===== config.mk =====
export PLATFORM = sky130hd
export DESIGN_NAME = io_timer
export DESIGN_NICKNAME = d
export VERILOG_FILES = /design/src/rtl/io_timer.sv
export SDC_FILE = /design/constraint.sdc
export NUM_CORES = 1
export LEC_CHECK = 0
export CAP_MARGIN = 10
export CORE_UTILIZATION = 56
export DETAILED_ROUTE_END_ITERATION = 16
export PLACE_DENSITY = 0.87
export SLEW_MARGIN = 20
export SYNTH_ARGS = -nofsm -noshare
export SYNTH_HDL_FRONTEND = slang
export SYNTH_SLANG_ARGS = --single-unit

===== constraint.sdc =====
create_clock -name clk -period 3.96 [get_ports clk]
set_input_delay 0.792 -clock clk [delete_from_list [all_inputs] [get_ports clk]]
set_output_delay 0.792 -clock clk [all_outputs]
set_load 0.02 [all_outputs]

===== src/rtl/io_timer.sv =====
// Memory-mapped prescaled timer with compare match and level interrupt.
// Read data is registered for its own window and chained combinationally otherwise.
module io_timer #(
  parameter logic [13:0] TBASE = 14'h3C00
) (
  input  logic        clk,
  input  logic        rst_n,
  input  logic        dma_io_we,
  input  logic [13:0] dma_io_wadr,
  input  logic [31:0] dma_io_wdata,
  input  logic [13:0] dma_io_radr,
  input  logic        dma_io_radr_en,
  input  logic [31:0] dma_io_rdata_in,
  output logic [31:0] dma_io_rdata,
  output logic        timer_irq
);

  localparam logic [2:0] OFF_CTRL     = 3'd0;
  localparam logic [2:0] OFF_PRESCALE = 3'd1;
  localparam logic [2:0] OFF_COUNT    = 3'd2;
  localparam logic [2:0] OFF_COMPARE  = 3'd3;
  localparam logic [2:0] OFF_STATUS   = 3'd4;

  logic [2:0]  ctrl;
  logic [15:0] prescale;
  logic [31:0] count;
  logic [31:0] compare;
  logic        match;
  logic [15:0] pre_cnt;
  logic        hit_q;
  logic [31:0] rdata_q;

  logic [13:0] woff;
  logic [13:0] roff;
  logic        whit;
  logic        rhit;
  logic        wr_ctrl;
  logic        wr_prescale;
  logic        wr_count;
  logic        wr_compare;
  logic        wr_status;
  logic        en;
  logic        periodic;
  logic        irqen;
  logic        tick;
  logic [31:0] count_inc;
  logic        cmp_hit;
  logic        match_set;
  logic [31:0] read_val;

  // Offset subtraction keeps the window correct even for a non-8-aligned base.
  assign woff = dma_io_wadr - TBASE;
  assign roff = dma_io_radr - TBASE;
  assign whit = dma_io_we && (woff[13:3] == 11'd0);
  assign rhit = dma_io_radr_en && (roff[13:3] == 11'd0);

  assign wr_ctrl     = whit && (woff[2:0] == OFF_CTRL);
  assign wr_prescale = whit && (woff[2:0] == OFF_PRESCALE);
  assign wr_count    = whit && (woff[2:0] == OFF_COUNT);
  assign wr_compare  = whit && (woff[2:0] == OFF_COMPARE);
  assign wr_status   = whit && (woff[2:0] == OFF_STATUS);

  assign en       = ctrl[0];
  assign periodic = ctrl[1];
  assign irqen    = ctrl[2];

  assign tick      = en && (pre_cnt == prescale);
  assign count_inc = count + 32'd1;
  assign cmp_hit   = (count_inc == compare);
  // A COUNT write overrides the tick, so no match can be raised on that edge.
  assign match_set = tick && !wr_count && cmp_hit;

  assign timer_irq    = match && irqen;
  assign dma_io_rdata = hit_q ? rdata_q : dma_io_rdata_in;

  always_ff @(posedge clk or negedge rst_n) begin
    if (!rst_n) begin
      ctrl     <= 3'd0;
      prescale <= 16'd0;
      compare  <= 32'hFFFF_FFFF;
    end else begin
      if (wr_ctrl)     ctrl     <= dma_io_wdata[2:0];
      if (wr_prescale) prescale <= dma_io_wdata[15:0];
      if (wr_compare)  compare  <= dma_io_wdata;
    end
  end

  always_ff @(posedge clk or negedge rst_n) begin
    if (!rst_n) begin
      pre_cnt <= 16'd0;
    end else if (wr_prescale || wr_count) begin
      pre_cnt <= 16'd0;
    end else if (en) begin
      pre_cnt <= tick ? 16'd0 : pre_cnt + 16'd1;
    end
  end

  always_ff @(posedge clk or negedge rst_n) begin
    if (!rst_n) begin
      count <= 32'd0;
    end else if (wr_count) begin
      count <= dma_io_wdata;
    end else if (tick) begin
      count <= (cmp_hit && periodic) ? 32'd0 : count_inc;
    end
  end

  // Set has priority over a software clear landing on the same edge.
  always_ff @(posedge clk or negedge rst_n) begin
    if (!rst_n) begin
      match <= 1'b0;
    end else if (match_set) begin
      match <= 1'b1;
    end else if (wr_status && dma_io_wdata[0]) begin
      match <= 1'b0;
    end
  end

  always_comb begin
    read_val = 32'd0;
    case (roff[2:0])
      OFF_CTRL:     read_val = {29'd0, ctrl};
      OFF_PRESCALE: read_val = {16'd0, prescale};
      OFF_COUNT:    read_val = count;
      OFF_COMPARE:  read_val = compare;
      OFF_STATUS:   read_val = {31'd0, match};
      default:      read_val = 32'd0;
    endcase
  end

  always_ff @(posedge clk or negedge rst_n) begin
    if (!rst_n) begin
      hit_q   <= 1'b0;
      rdata_q <= 32'd0;
    end else begin
      hit_q <= rhit;
      if (rhit) rdata_q <= read_val;
    end
  end

endmodule


Word-level counts from Yosys, hierarchy flattened
Index checks and enable logic that the tools add are counted.
{"block": "word_totals", "ff_bits": 133, "latch_bits": 0, "ramBits": 0, "rom_bits": 0, "out_inout_bits": 33, "word_cells": 54, "mem_count": 0}
{"block": "op_classes", "n_addsub": 4, "n_mul": 0, "div": 0, "magnitude_cmp": 0, "eq_ne": 10, "n_shift": 0, "mux": 10, "bitwise_logic": 0, "n_reduce_logical": 22}
{"op": "32-bit one-hot mux with 5 select lines", "count": 1}
{"op": "32-bit 2-to-1 mux", "count": 4}
{"op": "16-bit 2-to-1 mux", "count": 3}
{"op": "32-bit by 1-bit adder with 32-bit output (second input constant)", "count": 1}
{"op": "32-bit == test", "count": 1}
{"op": "14-bit subtractor (second input constant)", "count": 2}
{"op": "11-bit zero test", "count": 2}
{"op": "16-bit by 1-bit adder with 16-bit output (second input constant)", "count": 1}
{"op": "16-bit == test", "count": 1}
{"op": "1-bit logical AND", "count": 13}
{"op": "3-bit by 2-bit == test with 1-bit output (second input constant)", "count": 4}
{"op": "3-bit by 1-bit == test with 1-bit output (second input constant)", "count": 2}
{"op": "3-bit == test (second input constant)", "count": 2}
{"op": "3-bit zero test", "count": 2}
{"op": "2-bit nonzero test", "count": 3}
{"op": "1-bit 2-to-1 mux", "count": 2}
{"op": "1-bit zero test", "count": 1}
{"op": "1-bit logical OR", "count": 1}

Depth between registers and ports, before layout
{"block": "logic_depth", "depth_word": 8, "ltp_mapped": 13, "depth_no_buf": 10}

Worst setup path after synthesis
Ideal clock, no wire load.
{"block": "synth_timing", "path_type": "input to register", "startpoint": "in dma_io_wadr[10]", "endpoint": "reg pre_cnt[13]", "setup_time_ns": 0.131, "t_arrival_ns": 3.082, "required_ns": 3.829, "path_slack_ns": 0.747, "cell_stages": 9, "n_path_buf": 0, "path_cell_list": "ha_1 nor4bb_1 nand4b_1 nor4_2 nor3_1 nor2_1 nand4_1 xor2_1 nor2_1"}
{"block": "synth_between", "elab_chain_cells": 6, "elab_cells_between_ends": 8, "classes_between": "1 x add/sub; 1 x mux; 6 x reduce/logical"}
{"item": "from (decl)", "line": "9", "rtl": "input logic [13:0] dma_io_wadr,"}
{"item": "14-bit subtractor (*)", "line": "52", "rtl": "assign woff = dma_io_wadr - TBASE;"}
{"item": "11-bit zero test (*)", "line": "54", "rtl": "assign whit = dma_io_we && (woff[13:3] == 11'd0);"}
{"item": "1-bit logical AND (*)", "line": "54"}
{"item": "1-bit logical AND, on equally long branches", "line": "58, 59"}
{"item": "1-bit logical OR (*)", "line": "91", "rtl": "end else if (wr_prescale || wr_count) begin"}
{"item": "16-bit 2-to-1 mux or 2-bit nonzero test (tied branches)"}
{"item": "to (signal assigned)", "line": "94", "rtl": "pre_cnt <= tick ? 16'd0 : pre_cnt + 16'd1;"}
{"item": "to (decl)", "line": "29", "rtl": "logic [15:0] pre_cnt;"}
Every way passes the cells marked *; elsewhere a longest branch is shown, timed or not.
A chain may end at the register's enable or synchronous reset.

Worst setup path in the final report
{"block": "layout_timing", "startpoint": "reg count[11]", "endpoint": "reg count[11]"}
{"block": "layout_between", "elab_chain_cells": 6}
{"item": "from (decl)", "line": "26", "rtl": "logic [31:0] count;"}
{"item": "from (signal assigned)", "line": "102", "rtl": "count <= dma_io_wdata;"}
{"item": "from (signal assigned)", "line": "104", "rtl": "count <= (cmp_hit && periodic) ? 32'd0 : count_inc;"}
{"item": "32-bit by 1-bit adder with 32-bit output (*)", "line": "68", "rtl": "assign count_inc = count + 32'd1;"}
{"item": "32-bit == test", "line": "69", "rtl": "assign cmp_hit = (count_inc == compare);"}
{"item": "1-bit logical AND", "line": "104"}
{"item": "32-bit 2-to-1 mux (*)", "line": "104"}
{"item": "32-bit 2-to-1 mux (*)", "line": "103", "rtl": "end else if (tick) begin"}
{"item": "32-bit 2-to-1 mux (*)", "line": "101", "rtl": "end else if (wr_count) begin"}
Every way passes the cells marked *; elsewhere a longest branch is shown, timed or not. The select of a mux whose other input is x is not followed.

==> metrics.csv <==
metric,value,unit
rsz0062_at_grt,false,
htree_levels,4,
drtIter0Drc,704,
cts_max_path_buffers,2,
io_buffers,128,
critPathKind,register to register,
drcViolationCount,0,
powerDensity,301,nW/um2
drive_gt1_share,21.7,%
worst_setup_hold_path_clk_slew,0.06,ns
hold_viol_final,0,
yosys_register_bits,133,
r2r_start,count[11]$_DFFE_PN0P_,
drt-vias-per-instance,6.34,
fill_cells,1123,
ant_nets,0,
cts_root_buffer,clkbuf_16,
worst_r2r_endpoint,count[11]$_DFFE_PN0P_,
setup_viol_count_final,0,
reg2reg_slack,0.37,ns
gr-total-overflow,0,
clock_latency,0.44,ns
synth.distinct_cells,80,
syn_area_per_cell,9.73,um2
die_width,128,um
crit_path_max_fanout,11,
ys_seq_area_share,37.9,%
final_util,71.0,%
syn_nets,1014,
num_vias,7885,
tightest_slew,0.986,ns
hold_path_class,primary input to async pin,
drtPass1Iterations,5,
hpwl,17700,um
p_leak,4.44,nW
first_global_vias,7645,
ys_top_cells_by_area,"dfrtp_1 28%, mux2_2 12%, dfstp_2 9.5%",
ctsResizeCount,0,
initial_core_util,57.8,%
cts-hold-fix-buffers,0,
die_area,16400,um2
pin_count,129,
rows,45,
final.min_clock_period,3.59,ns
cts.sinks,133,
crit_path_end_kind,register,
cts_buffers,17,
tns,0,ns
rr_worst_depth,10,
crit_required,4.27,ns
wirelength,25200,um
synth_area,8890,um2
peakVddDrop,0.261,mV
place_ws,0.418,ns
fin_nets,1120,
grt_util_all_layers,31.8,%
cap_violations,0,
outcome,"complete, no violations",
synth-main-ff-cell,dfrtp_1,
worstPathArrival,3.90,ns
grt_pass1_wl,39800,um
cts_tree,yes,
report.final.slew_viol_count,0,
clock_skew,0.00661,ns
syn_inst,914,
grt_max_degree,74,
syn_to_final_growth,22.8,%
yosys.area.top_type,dfrtp_1,
wl_per_cell,20.2,um
worstSetupStartpointType,register,
timing.final.crit_share,90.7,%
core_area,15400,um2
fin_ws,0.367,ns
antenna_cells,0,
synth_edf_count,0,
synthArstFlopShare,100,%
synth_warnings,0,
die_h,128,um
antenna_found_initial,0,
slew_headroom,33.6,%
postCtsSetupRepairBufs,0,
fmax,0.278,GHz
synth_top_area_share,28.4,%
place_congestion,0.950,
[registers in the layout (all words and copies together), names as in the netlist]
| name | cells |
|---|---|
| compare | 32 |
| ctrl | 3 |
| rdata_q | 32 |
| count | 32 |
| pre_cnt | 16 |
| prescale | 16 |
| hit_q | 1 |
| match | 1 |
[cells in the mapped netlist (20+ instances only)]
cell,instances
dfrtp_1,101
mux2_2,94
nand2_1,92
nor2_1,67
xnor2_1,42
xor2_1,37
dfstp_2,32
a31oi_1,30
o31ai_1,30
clkbuf_1,29
nand3_1,26
mux2i_1,20
o21ai_0,20
[power breakdown]
group | switching, mW | leakage [nW] | internal [mW] | total [mW]
Clock | 0.642 | 0.286 | 0.991 | 1.63
Sequential | 0.00323 | 1.57 | 1.36 | 1.37
Combinational | 0.133 | 2.58 | 0.151 | 0.285
Total | 0.779 | 4.44 | 2.51 | 3.28
[worst max-delay path, stage by stage, from the launching register on]
cell     delay, ns
dfrtp_1       0.63
nand4_4       0.28
nor4_4        0.62
nand2_1       0.31
xnor2_1       0.31
nand4_1       0.25
nor4b_4       0.41
buf_4         0.23
a31oi_1       0.10
o21ai_0       0.22
a31oi_1       0.11
[cell families after synthesis]
group	after synthesis	share of synthesized area, %
AOI/OAI and AO/OA	178	14.0
xor gates and xnor gates	79	7.78
adders and majority gates	4	0.563
buffers and inverters	83	4.94
DFF	133	37.9
muxes	116	14.7
and+or+nand+nor	321	20.1
[worst max path at each step]
stage                                startpoint                 endpoint  slack [ns]  cells past startpoint
after floorplan                 dma_io_wadr[10]  pre_cnt[13]$_DFFE_PN0P_        0.75                      9
after global placement          dma_io_wadr[11]  pre_cnt[13]$_DFFE_PN0P_        0.52                     10
after detailed placement        dma_io_wadr[11]  pre_cnt[13]$_DFFE_PN0P_        0.42                     10
after CTS                 count[11]$_DFFE_PN0P_     count[9]$_DFFE_PN0P_        0.53                     10
after global routing      count[11]$_DFFE_PN0P_     count[9]$_DFFE_PN0P_        0.26                     10
final                     count[11]$_DFFE_PN0P_    count[11]$_DFFE_PN0P_        0.37                     10
[metrics by stage]
stage / power (mW) / instances / hold WS (ns) / instance area, um2
after floorplan: 1.48 / 914 / 0.443 / 8890
after global placement: 1.67 / 1212 / 0.457 / 10300
after detailed placement: 1.67 / 1212 / 0.466 / 10300
after CTS: 3.30 / 1244 / 0.459 / 10900
after global routing: 3.38 / 1244 / 0.503 / 10900
final: 3.28 / 1244 / 0.444 / 10900
[routing by layer]
metal | global-route usage [%] | share of wire [%] | wire [um] | vias up
met5 | 0 | 0 | 0 | -
met4 | 11.0 | 2.0 | 505 | 0
met3 | 7.97 | 9.6 | 2410 | 45
met2 | 50.6 | 47 | 11700 | 423
met1 | 42.3 | 42 | 10500 | 3844
li1 | - | - | - | 3573
[cell usage in the layout, fill, tap and decap left out, drive strengths merged, types with 20 or more instances in the layout]
cell type	instances
nor2	67
xor2	37
dfrtp	101
buf	29
nand2	93
clkdlybuf4s50	126
dfstp	32
nand3	27
mux2	94
mux2i	20
nor4	20
o21ai	26
xnor2	42
a31oi	31
o31ai	30
[final cells by class]
cell class	instances	area [um2]	area share, %
clock buffer	17	425	3.90
clock inverter	15	179	1.64
inverter	15	56.3	0.516
multi-input combinational	698	5120	46.9
sequential	133	3370	30.8
tap	211	264	2.42
timing repair buffer	155	1500	13.8
Note: power is estimated with default switching activity, not from simulation.
